`src/rtl/axil_apb_pkg.sv`:
```
// Shared types and constants for the AXI4-Lite to APB bridge.
package axil_apb_pkg;

  localparam logic [1:0] RESP_OKAY   = 2'b00;
  localparam logic [1:0] RESP_SLVERR = 2'b10;

  typedef enum logic [1:0] {
    IDLE   = 2'd0,
    SETUP  = 2'd1,
    ACCESS = 2'd2
  } apb_state_e;

  // APB slave error maps straight onto the AXI response code.
  function automatic logic [1:0] resp_from_err(input logic err);
    return err ? RESP_SLVERR : RESP_OKAY;
  endfunction

endpackage

```
`src/rtl/axil_apb_resp_buf.sv`:
```
// Valid/ready response holder for one AXI response channel (B or R).
// OPT=0: a single output register; full whenever a response is waiting.
// OPT=1: output register plus one spare slot, so one more APB transfer can
//        finish while the master is stalling the current response.
module axil_apb_resp_buf #(
  parameter int W   = 2,
  parameter bit OPT = 1'b0
) (
  input  logic         clk_i,
  input  logic         rst_i,
  input  logic         i_push,
  input  logic [W-1:0] i_data,
  input  logic         i_ready,
  output logic         o_valid,
  output logic [W-1:0] o_data,
  output logic         o_full
);

  logic         r_out_valid;
  logic [W-1:0] r_out_data;
  logic         w_pop;

  assign w_pop   = r_out_valid && i_ready;
  assign o_valid = r_out_valid;
  assign o_data  = r_out_data;

  if (OPT) begin : g_skid
    logic         r_skid_valid;
    logic [W-1:0] r_skid_data;
    logic         w_out_free;

    assign w_out_free = !r_out_valid || w_pop;
    // A pop this cycle frees the spare slot, so a new grant may refill it.
    assign o_full     = r_skid_valid && !w_pop;

    // Output register drains from the spare slot first, then takes new data.
    always_ff @(posedge clk_i or posedge rst_i) begin
      if (rst_i) begin
        r_out_valid  <= 1'b0;
        r_out_data   <= '0;
        r_skid_valid <= 1'b0;
        r_skid_data  <= '0;
      end else if (w_out_free) begin
        if (r_skid_valid) begin
          r_out_valid  <= 1'b1;
          r_out_data   <= r_skid_data;
          r_skid_valid <= i_push;
          if (i_push) r_skid_data <= i_data;
        end else begin
          r_out_valid <= i_push;
          if (i_push) r_out_data <= i_data;
        end
      end else if (i_push) begin
        r_skid_valid <= 1'b1;
        r_skid_data  <= i_data;
      end
    end
  end else begin : g_plain
    assign o_full = r_out_valid;

    // Plain register: set on push, cleared after the handshake.
    always_ff @(posedge clk_i or posedge rst_i) begin
      if (rst_i) begin
        r_out_valid <= 1'b0;
        r_out_data  <= '0;
      end else if (i_push) begin
        r_out_valid <= 1'b1;
        r_out_data  <= i_data;
      end else if (w_pop) begin
        r_out_valid <= 1'b0;
      end
    end
  end

endmodule

```
`src/rtl/axil_to_apb_bridge.sv`:
```
// AXI4-Lite slave to APB master bridge; one APB transfer in flight at a time.
//
// state  | meaning
// IDLE   | no transfer; arbitrate and grant an eligible AXI request
// SETUP  | PSEL=1, PENABLE=0 with captured address/data
// ACCESS | PSEL=1, PENABLE=1, held until PREADY
module axil_to_apb_bridge
  import axil_apb_pkg::*;
#(
  parameter int C_AXI_ADDR_WIDTH        = 32,
  parameter int C_AXI_DATA_WIDTH        = 32,
  parameter bit OPT_OUTGOING_SKIDBUFFER = 1'b0
) (
  input  logic                          clk_i,
  input  logic                          rst_i,
  input  logic                          S_AXI_AWVALID,
  output logic                          S_AXI_AWREADY,
  input  logic [C_AXI_ADDR_WIDTH-1:0]   S_AXI_AWADDR,
  input  logic [2:0]                    S_AXI_AWPROT,
  input  logic                          S_AXI_WVALID,
  output logic                          S_AXI_WREADY,
  input  logic [C_AXI_DATA_WIDTH-1:0]   S_AXI_WDATA,
  input  logic [C_AXI_DATA_WIDTH/8-1:0] S_AXI_WSTRB,
  output logic                          S_AXI_BVALID,
  input  logic                          S_AXI_BREADY,
  output logic [1:0]                    S_AXI_BRESP,
  input  logic                          S_AXI_ARVALID,
  output logic                          S_AXI_ARREADY,
  input  logic [C_AXI_ADDR_WIDTH-1:0]   S_AXI_ARADDR,
  input  logic [2:0]                    S_AXI_ARPROT,
  output logic                          S_AXI_RVALID,
  input  logic                          S_AXI_RREADY,
  output logic [C_AXI_DATA_WIDTH-1:0]   S_AXI_RDATA,
  output logic [1:0]                    S_AXI_RRESP,
  output logic [C_AXI_ADDR_WIDTH-1:0]   M_APB_PADDR,
  output logic [2:0]                    M_APB_PPROT,
  output logic                          M_APB_PSEL,
  output logic                          M_APB_PENABLE,
  output logic                          M_APB_PWRITE,
  output logic [C_AXI_DATA_WIDTH-1:0]   M_APB_PWDATA,
  output logic [C_AXI_DATA_WIDTH/8-1:0] M_APB_PWSTRB,
  input  logic                          M_APB_PREADY,
  input  logic [C_AXI_DATA_WIDTH-1:0]   M_APB_PRDATA,
  input  logic                          M_APB_PSLVERR
);

  localparam int AW = C_AXI_ADDR_WIDTH;
  localparam int DW = C_AXI_DATA_WIDTH;
  localparam int SW = C_AXI_DATA_WIDTH / 8;

  apb_state_e      r_state;
  apb_state_e      w_next;
  logic            r_prefer_wr;
  logic            r_is_write;
  logic [AW-1:0]   r_addr;
  logic [2:0]      r_prot;
  logic [DW-1:0]   r_wdata;
  logic [SW-1:0]   r_wstrb;

  logic            w_b_full;
  logic            w_r_full;
  logic            w_wr_elig;
  logic            w_rd_elig;
  logic            w_grant_wr;
  logic            w_grant_rd;
  logic            w_xfer_done;
  logic [1:0]      w_resp;
  logic [DW+1:0]   w_r_out;

  // Requests are only eligible when their response path has room; nothing
  // is accepted while reset is asserted.
  assign w_wr_elig   = !rst_i && S_AXI_AWVALID && S_AXI_WVALID && !w_b_full;
  assign w_rd_elig   = !rst_i && S_AXI_ARVALID && !w_r_full;
  assign w_xfer_done = (r_state == ACCESS) && M_APB_PREADY;
  assign w_resp      = resp_from_err(M_APB_PSLVERR);

  // State register.
  always_ff @(posedge clk_i or posedge rst_i) begin
    if (rst_i) r_state <= IDLE;
    else       r_state <= w_next;
  end

  // Next state and grant decode; grants only happen in IDLE.
  always_comb begin
    w_next     = r_state;
    w_grant_wr = 1'b0;
    w_grant_rd = 1'b0;
    case (r_state)
      IDLE: begin
        if (w_wr_elig && (!w_rd_elig || r_prefer_wr)) w_grant_wr = 1'b1;
        else if (w_rd_elig)                           w_grant_rd = 1'b1;
        if (w_grant_wr || w_grant_rd) w_next = SETUP;
      end
      SETUP:   w_next = ACCESS;
      ACCESS:  if (M_APB_PREADY) w_next = IDLE;
      default: w_next = IDLE;
    endcase
  end

  // Capture the granted request and flip the arbitration pointer.
  always_ff @(posedge clk_i or posedge rst_i) begin
    if (rst_i) begin
      r_prefer_wr <= 1'b0;
      r_is_write  <= 1'b0;
      r_addr      <= '0;
      r_prot      <= '0;
      r_wdata     <= '0;
      r_wstrb     <= '0;
    end else if (w_grant_wr) begin
      r_prefer_wr <= 1'b0;
      r_is_write  <= 1'b1;
      r_addr      <= S_AXI_AWADDR;
      r_prot      <= S_AXI_AWPROT;
      r_wdata     <= S_AXI_WDATA;
      r_wstrb     <= S_AXI_WSTRB;
    end else if (w_grant_rd) begin
      r_prefer_wr <= 1'b1;
      r_is_write  <= 1'b0;
      r_addr      <= S_AXI_ARADDR;
      r_prot      <= S_AXI_ARPROT;
      r_wstrb     <= '0;
    end
  end

  assign S_AXI_AWREADY = w_grant_wr;
  assign S_AXI_WREADY  = w_grant_wr;
  assign S_AXI_ARREADY = w_grant_rd;

  assign M_APB_PSEL    = (r_state != IDLE);
  assign M_APB_PENABLE = (r_state == ACCESS);
  assign M_APB_PWRITE  = r_is_write;
  assign M_APB_PADDR   = r_addr;
  assign M_APB_PPROT   = r_prot;
  assign M_APB_PWDATA  = r_wdata;
  assign M_APB_PWSTRB  = r_wstrb;

  axil_apb_resp_buf #(.W(2), .OPT(OPT_OUTGOING_SKIDBUFFER)) u_b_buf (
    .clk_i   (clk_i),
    .rst_i   (rst_i),
    .i_push  (w_xfer_done && r_is_write),
    .i_data  (w_resp),
    .i_ready (S_AXI_BREADY),
    .o_valid (S_AXI_BVALID),
    .o_data  (S_AXI_BRESP),
    .o_full  (w_b_full)
  );

  axil_apb_resp_buf #(.W(DW + 2), .OPT(OPT_OUTGOING_SKIDBUFFER)) u_r_buf (
    .clk_i   (clk_i),
    .rst_i   (rst_i),
    .i_push  (w_xfer_done && !r_is_write),
    .i_data  ({w_resp, M_APB_PRDATA}),
    .i_ready (S_AXI_RREADY),
    .o_valid (S_AXI_RVALID),
    .o_data  (w_r_out),
    .o_full  (w_r_full)
  );

  assign S_AXI_RRESP = w_r_out[DW+1:DW];
  assign S_AXI_RDATA = w_r_out[DW-1:0];

endmodule

```
`config.mk`:
```
export PLATFORM = sky130hd
export DESIGN_NAME = axil_to_apb_bridge
export DESIGN_NICKNAME = d
export VERILOG_FILES = /design/src/rtl/axil_apb_pkg.sv /design/src/rtl/axil_apb_resp_buf.sv /design/src/rtl/axil_to_apb_bridge.sv
export SDC_FILE = /design/constraint.sdc
export NUM_CORES = 1
export LEC_CHECK = 0
export CELL_PAD_IN_SITES_DETAIL_PLACEMENT = 1
export CELL_PAD_IN_SITES_GLOBAL_PLACEMENT = 1
export CORE_MARGIN = 1
export CORE_UTILIZATION = 27
export CTS_CLUSTER_SIZE = 40
export DETAILED_ROUTE_END_ITERATION = 16
export PLACE_DENSITY_LB_ADDON = 0.1
export RECOVER_POWER = 50
export SLEW_MARGIN = 20
export SYNTH_ARGS = -nofsm -noshare
export SYNTH_HDL_FRONTEND = slang
export SYNTH_SLANG_ARGS = --single-unit
```
`constraint.sdc`:
```
create_clock -name clk_i -period 3.4 [get_ports clk_i]
set_input_delay 0.68 -clock clk_i [delete_from_list [all_inputs] [get_ports clk_i]]
set_output_delay 0.68 -clock clk_i [all_outputs]
set_load 0.005 [all_outputs]
```
Yosys cells after proc, flatten, opt, wreduce, memory -nomap -nowiden. Cells that the tools add are included.

Equality and inequality tests: 4. Mux-type cells: 25. Reduce and logical (&&, ||, !) cells: 24.

Operator list (count): $mux 32 (2); $mux 1 (15); $logic_and 1x1->1 (11); $mux 4 (2); $reduce_bool 2->1 (4); $mux 2 (3); $mux 3 (2); $pmux 2 s3 (1); $logic_not 1->1 (5); $eq 2x1->1 const B (1); $eq 2x2->1 const B (1); $logic_not 2->1 (1); $logic_or 1x1->1 (2); $ne 2x1->1 const B (1); $ne 2x2->1 const B (1); $reduce_and 2->1 (1).

Bits in registers: 113. Logic and storage cells: 64.

Logic depth before layout (Yosys ltp). Gate-level depths: netlist (run 1).

Depth after elaboration: 11. Depth in mapped cells: 6. Depth with buffers taken out: 5.

Cells and area by module. A second synthesis (run 1) with hierarchy kept.

Cell total of the unflattened synthesis: 315. Area total of the unflattened synthesis: 4947.2 µm².

Modules (own cells, without submodules): axil_to_apb_bridge (instances 1, cells each 229, area an instance 3364.5 µm², seq. area each 1876.8 µm²); axil_apb_resp_buf (u_r_buf) (instances 1, cells each 77, area an instance 1461.4 µm², seq. area each 875.8 µm²); axil_apb_resp_buf (u_b_buf) (instances 1, cells each 9, area an instance 121.4 µm², seq. area each 75.1 µm²).

Worst setup path before layout (run 1). OpenSTA, ideal clock, no wires.

Path kind: input-to-output. From: input rst_i. To: output S_AXI_WREADY. Data arrival time: 1.775 ns. Setup slack: 0.945 ns. Cell stages on the path: 5. Cells stage by stage: or4b_1 buf_4 nand3_4 inv_1 buf_4.

Word-level cells in the longest chain between the ends: 9. Elaborated cells between the ends (all ways): 12. Those cells by class: mux (3); reduce/logical (9).

Ends and longest elaborated chain: from (decl) (line axil_to_apb_bridge.sv:15) `input logic rst_i,`; $logic_not 1->1 (no source line) *; $logic_and 1x1->1 (2 in a row) (line axil_to_apb_bridge.sv:73) `assign w_rd_elig = !rst_i && S_AXI_ARVALID && !w_r_full;`; $logic_not 1->1 (line axil_to_apb_bridge.sv:90) `if (w_wr_elig && (!w_rd_elig || r_prefer_wr)) w_grant_wr = 1'b1;`; $logic_or 1x1->1 (line axil_to_apb_bridge.sv:90); $logic_and 1x1->1 * (line axil_to_apb_bridge.sv:90); $mux 1 * (line axil_to_apb_bridge.sv:90); $mux 1 * (2 in a row) (line axil_to_apb_bridge.sv:88) `case (r_state)`; to (decl) (line axil_to_apb_bridge.sv:21) `output logic S_AXI_WREADY,`.

Mark *: on every way between the ends. The rest lies on a longest branch, timed or not. The select of a mux whose other input is x is not followed.

Worst setup path after layout (run 1). Ends and elaborated chain as after synthesis.

==> flow_summary_export.csv, run 1 <==
group,metric,value,unit
final_layout,syn_to_final_growth,63.5,%
timing,setup_violations,0,
final_layout,fillers,1783,
floorplan,core,0.0173,sq mm
clock_tree,cts.sinks,111,
timing,fin_tns_setup,0,ns
timing,tightest_slew,1.87,ns
final_layout,drive_above_1_share,17.8,%
timing,rsz0062_at_grt,"false",
clock_tree,cts_root_buffer,"clkbuf_16",
routing,drt-vias-per-instance,4.67,
synth,synth_area_per_cell,15.6,sq um
clock_tree,htreeDepth,3,
synth,synth_cells,306,
routing,vias,3682,
final_layout,finish.instance_area,0.00782,sq mm
synth,synth-edff-count,0,
power_and_ir_drop,power_density,795,mW/mm^2
synth,syn_area,0.00478,sq mm
setup_path,path_max_fanout,7,
clock_tree,clk_latency,0.35,ns
synth,ys_async_sr_fraction,100,%
routing,first_pass_iters,4,
status,status,"complete, but fails checks",
floorplan,die_y,135,microns
setup_path,required,2.72,ns
power_and_ir_drop,ir_drop,0.284,mV
clock_tree,postCtsHoldBufs,0,
clock_tree,cts_tree,"done",
routing,drtIter0Drc,105,
timing,slew_headroom,-24.6,%
grt,grt.overflow.total,0,
grt,grt_pass1_wl,22800,microns
final_layout,layout_common_cells,"clkdlybuf4s50_1 (219), dfrtp_1 (111), dlygate4sd3_1 (40)",
timing,setup_ws,0.127,ns
timing,min_period_over_period,96.3,%
placed_design,preCtsSetupSlack,0.112,ns
status,violations,"max-capacitance violations, max-slew violations",
final_layout,layout_commonest_cell,"clkdlybuf4s50_1",
setup_path,cp-end-kind,"output pin",
power_and_ir_drop,p_leak,3.18,nW
power_and_ir_drop,power_frac_seq,37.2,%
synth,synth_seq_cells,111,
placed_design,dp_hpwl,10200,microns
clock_tree,postCtsSetupRepairBufs,0,
clock_tree,cts_buffers,9,
synth,ys.flop_type,"dfrtp_1",
placed_design,gp_congestion,0.739,
clock_tree,cts_resized,0,
placed_design,placed_area,0.00753,sq mm
power_and_ir_drop,combPwrFrac,44.9,%
clock_tree,ctsLongestPathBuffers,2,
setup_path,critPathLaunchType,"input port",
grt,grt_pass1_vias,4046,
setup_path,arrival,2.59,ns
floorplan,die_area,0.0182,sq mm
power_and_ir_drop,switching_share,28.7,%
floorplan,pin_count,262,
grt,grt_max_degree,64,
timing,hold_viol,0,
floorplan,start_util,27.6,%
worst_hold_path,hold_class,"reg -> reg",
final_layout,antennaDiodeCount,0,
timing,period_needed,3.27,ns
placed_design,portBuffers,259,
power_and_ir_drop,p_int,4.43,mW
flow_run,max_cap_viol_count,2,
timing,fmax,306,MHz
power_and_ir_drop,switchingPower,1.78,mW
floorplan,die_w,135,microns
routing,totalWireLength,14600,microns
routing,wire_per_inst,18.5,microns
floorplan,num_rows,48,
synth,synth_cell_type_count,31,
timing,finalClockSkew,0.00649,ns
grt,track_usage,16.3,%
final_layout,fin_nets,705,
routing,drcViolationCount,0,
synth,seq_area_frac_synth,58.1,%
setup_path,path_class,"in -> out",
grt,antenna_found_initial,0,
clock_tree,cts.clk_slew.worst_paths,0.08,ns
routing,drt.antenna.violating_nets,0,
power_and_ir_drop,pwr-share-clk,17.9,%
timing,finalMaxSlewViolations,99,
synth,synth_warnings,0,
power groups by stage:
stage                     Sequential (mW)  Clock (mW)  Combinational, mW
final                                2.31        1.11               2.79
after global placement               2.33           0               2.88
after CTS                            2.33        1.16               2.93
after floorplan                      2.37           0               1.14
after global routing                 2.40        1.21               3.01
after detailed placement             2.35           0               2.92
Yosys cell counts, drive strengths merged, types with 2 or more instances:
library cell,n,share of area (%)
clkbuf,4,0.31
buf,24,4.4
a22o,4,0.73
o21ai,3,0.31
o221a,35,8.2
nand3,2,0.47
a21o,2,0.31
inv,8,0.63
nand4b,35,6.4
mux2,66,18
dfrtp,111,58
final timing paths:
check | from | end | slack, ns | cells after the start
worst max-delay path | rst_i | S_AXI_WREADY | 0.13 | 5
worst min-delay path | u_r_buf.o_data[19] | u_r_buf.o_data[19] | 0.51 | 1
worst max register to register | r_state[1] | u_r_buf.o_data[28] | 0.64 | 4
worst min register to register | u_r_buf.o_data[19] | u_r_buf.o_data[19] | 0.51 | 1
max in group asynchronous | rst_i | M_APB_PWDATA[30] | 1.01 | 3
min in group asynchronous | rst_i | r_prefer_wr | 1.19 | 3
per-layer routing:
metal,vias to the layer above,share of wire [%],track usage (%)
li1,1668,-,-
met1,1855,43,20.6
met2,151,47,25.9
met3,8,9.2,5.78
met4,0,1.0,5.43
met5,-,0,0
layout make-up:
| class | instances | area [sq um] | area share, % |
|---|---|---|---|
| Inverter | 8 | 33.8 | 0.432 |
| Tap cell | 225 | 282 | 3.60 |
| Clock buffer | 11 | 243 | 3.11 |
| Timing Repair Buffer | 268 | 2660 | 34.1 |
| Multi-Input combinational cell | 160 | 1750 | 22.4 |
| Clock inverter | 5 | 66.3 | 0.848 |
| Sequential cell | 111 | 2780 | 35.5 |
worst max-delay path, cell delays in order:
cell and delay [ns]:
clkdlybuf4s50_1 0.50, or4b_1 0.63, nand3_4 0.12, inv_1 0.14
clkdlybuf4s50_1 0.52
per-stage QoR:
step	power, mW	hold slack (ns)	utilization [%]	instances
global route	6.63	0.521	45.2	788
detailed placement	5.27	0.495	43.5	772
finish	6.22	0.505	45.2	788
CTS	6.42	0.513	45.3	788
floorplan	3.50	0.462	-	307
global placement	5.21	0.487	43.5	772
state kept, by name, indices dropped and copies added (netlist names):
signal,cells
u_r_buf.o_full,1
u_b_buf.o_full,1
M_APB_PPROT,3
r_state,2
M_APB_PWDATA,32
M_APB_PWRITE,1
M_APB_PADDR,32
u_b_buf.o_data,1
u_r_buf.o_data,33
M_APB_PWSTRB,4
r_prefer_wr,1
logic make-up after synthesis:
group	synth area share (%)
AO/OA/AOI/OAI	10.1
multiplexers	17.9
flip-flops	58.1
AND/OR/NAND/NOR	8.45
other	0.0784
buffers and inverters	5.36
(Power assumes the default switching activity.)
==> run 2: changes to the inputs <==
--- a/config.mk
+++ b/config.mk
@@ -7,7 +7,7 @@
 export LEC_CHECK = 0
 export CELL_PAD_IN_SITES_DETAIL_PLACEMENT = 1
 export CELL_PAD_IN_SITES_GLOBAL_PLACEMENT = 1
-export CORE_MARGIN = 1
+export CORE_MARGIN = 4
 export CORE_UTILIZATION = 27
 export CTS_CLUSTER_SIZE = 40
 export DETAILED_ROUTE_END_ITERATION = 16
==> constraint.sdc (replaced) <==
create_clock -name clk_i -period 3.4 [get_ports clk_i]
set_input_delay 0.68 -clock clk_i [delete_from_list [all_inputs] [get_ports clk_i]]
set_output_delay 0.68 -clock clk_i [all_outputs]
set_load 0.01 [all_outputs]
==> flow_summary_export.csv, run 2 (synthesis results as in run 1) <==
group,metric,value,unit
timing,tightest_slew,1.71,ns
final_layout,largest_register_ffs,33,
routing,wire_per_inst,19.8,microns
final_layout,fin_nets,707,
setup_path,reg2reg_from,"r_state[1]",
setup_path,path_class,"in -> out",
routing,drt.antenna.violating_nets,0,
routing,drt-vias-per-instance,4.71,
timing,rsz0062_at_grt,"false",
timing,slew_headroom,-14.5,%
setup_path,r2r_setup_slack,0.59,ns
worst_hold_path,hold_class,"reg -> reg",
clock_tree,cts_buffers,9,
timing,period_needed,3.25,ns
floorplan,num_rows,48,
timing,min_period_over_period,95.5,%
floorplan,die_w,141,microns
timing,finalClockSkew,0.0117,ns
setup_path,worstPathBufferInverterCount,3,
timing,hold_viol,0,
worst_hold_path,holdPathStages,1,
floorplan,pin_count,262,
routing,vias,3722,
power_and_ir_drop,switchingPower,2.04,mW
floorplan,core,0.0173,sq mm
grt,grt_pass1_wl,24600,microns
worst_hold_path,worstHoldStart,"u_r_buf.o_data[28]",
final_layout,syn_to_final_growth,63.4,%
setup_path,path_max_fanout,5,
timing,timing.hold.ws,0.505,ns
flow_run,max_cap_viol_count,2,
clock_tree,clk_latency,0.35,ns
grt,grt_max_degree,47,
setup_path,reg2regPathDepth,4,
timing,fin_tns_setup,0,ns
worst_hold_path,holdPathEnd,"u_r_buf.o_data[28]",
timing,fmax,308,MHz
routing,drtIter0Drc,106,
setup_path,critPathTopFamily,"buffers and inverters",
final_layout,multi_input_area,0.00175,sq mm
power_and_ir_drop,power_frac_seq,36.3,%
power_and_ir_drop,p_leak,3.18,nW
status,violations,"max-capacitance violations, max-slew violations",
clock_tree,htreeDepth,3,
power_and_ir_drop,total_power,6.38,mW
status,status,"complete, but fails checks",
final_layout,drive_above_1_share,17.7,%
setup_path,crit_chain,"clkdlybuf4s50_1 > or4b_1 > nand3_4 > inv_1 > clkdlybuf4s50_1",
power_and_ir_drop,switching_share,32.1,%
floorplan,die_y,141,microns
grt,grt.overflow.total,0,
floorplan,start_util,27.6,%
grt,track_usage,15.7,%
setup_path,required,2.72,ns
final_layout,finish.instance_area,0.00781,sq mm
setup_path,cp-end-kind,"output pin",
routing,drcViolationCount,0,
routing,first_pass_iters,4,
clock_tree,ctsLongestPathBuffers,2,
placed_design,gp_congestion,0.772,
final_layout,fillers,1770,
routing,totalWireLength,15700,microns
power_and_ir_drop,p_int,4.33,mW
clock_tree,cts.sinks,111,
setup_path,cpMostUsedCell,"clkdlybuf4s50_1",
final_layout,antennaDiodeCount,0,
timing,setup_violations,0,
clock_tree,postCtsSetupRepairBufs,0,
clock_tree,postCtsHoldBufs,0,
clock_tree,cts_root_buffer,"clkbuf_16",
setup_path,arrival,2.57,ns
grt,grt_pass1_vias,4182,
placed_design,portBuffers,259,
setup_path,critPathLaunchType,"input port",
final_layout,layout_commonest_cell,"clkdlybuf4s50_1",
setup_path,r2r_end,"u_r_buf.o_data[33]",
clock_tree,cts_tree,"done",
power_and_ir_drop,pwr-share-clk,15.8,%
power_and_ir_drop,power_density,817,mW/mm^2
clock_tree,cts.clk_slew.worst_paths,0.07,ns
final_layout,layout_common_cells,"clkdlybuf4s50_1 (210), dfrtp_1 (111), dlygate4sd3_1 (49)",
placed_design,placed_area,0.00756,sq mm
grt,antenna_found_initial,1,
power_and_ir_drop,ir_drop,0.320,mV
final_layout,seq_area,0.00278,sq mm
floorplan,die_area,0.0199,sq mm
setup_path,critPathMaxStageDelay,0.62,ns
placed_design,dp_hpwl,12000,microns
power_and_ir_drop,combPwrFrac,47.8,%
setup_path,cp_slowest_cell,"or4b_1",
timing,finalMaxSlewViolations,69,
clock_tree,cts_resized,0,
-- run 2: changes by cell type in the layout (fill, tap and decap cells not counted) --
cell,delta
buf_12,+1
buf_4,+2
bufinv_16,-1
clkbuf_1,+1
clkbuf_2,-1
clkbuf_8,-1
clkdlybuf4s50_1,-9
clkinvlp_2,+1
clkinvlp_4,-1
dlygate4sd3_1,+9
inv_1,+1
inv_2,-1
inv_6,+2
inv_8,-1
-- run 2: through the flow --
stage,std cells,setup WS (ns),util [%]
finish,790,0.151,45.2
global route,790,0.0851,45.2
CTS,790,0.0709,45.3
detailed placement,774,0.0694,43.7
global placement,774,0.111,43.7
floorplan,307,0.910,-
-- run 2: cell type report --
cell class	instances	area share, %
Sequential cell	111	35.6
Timing Repair Buffer	270	34.5
Multi-Input combinational cell	160	22.4
Tap cell	225	3.60
Clock buffer	11	2.98
Clock inverter	5	0.545
Inverter	8	0.401
-- run 2: worst register-to-register path, delay by kind of cell, from the launching register on --
family | cells | cell delay, ns
muxes | 1 | 0.47
DFF | 1 | 0.40
buffers and inverters | 1 | 1.25
and+or+nand+nor | 2 | 0.58
-- run 2: power by group through the flow --
stage / clock, mW / combinational [mW] / sequential [mW]
after floorplan: 0 / 1.14 / 2.61
final: 1.01 / 3.05 / 2.32
after global placement: 0 / 3.17 / 2.33
after detailed placement: 0 / 3.21 / 2.35
after CTS: 1.05 / 3.22 / 2.34
after global routing: 1.12 / 3.24 / 2.42
-- run 2: worst max-delay path by stage --
stage,from,cells past startpoint,to
5_1_grt,rst_i,5,S_AXI_WREADY
3_3_place_gp,rst_i,5,S_AXI_WREADY
4_1_cts,rst_i,5,S_AXI_WREADY
2_1_floorplan,rst_i,5,S_AXI_WREADY
6_report,rst_i,5,S_AXI_WREADY
3_5_place_dp,rst_i,5,S_AXI_WREADY
-- run 2: routing by layer --
layer | GRT usage, % | wire length, microns
met2 | 25.8 | 7640
met5 | 0 | 8
met3 | 6.17 | 1200
met4 | 3.11 | 148
met1 | 19.7 | 6670
==> run 3: changes to the inputs <==
--- a/config.mk
+++ b/config.mk
@@ -9,8 +9,9 @@
 export CELL_PAD_IN_SITES_GLOBAL_PLACEMENT = 1
 export CORE_MARGIN = 4
 export CORE_UTILIZATION = 27
-export CTS_CLUSTER_SIZE = 40
+export CTS_CLUSTER_SIZE = 16
 export DETAILED_ROUTE_END_ITERATION = 16
+export GPL_ROUTABILITY_DRIVEN = 1
 export PLACE_DENSITY_LB_ADDON = 0.1
 export RECOVER_POWER = 50
 export SLEW_MARGIN = 20
==> results of run 3 <==
Same layout as run 2: the final DEF is identical, and so are final timing and power.
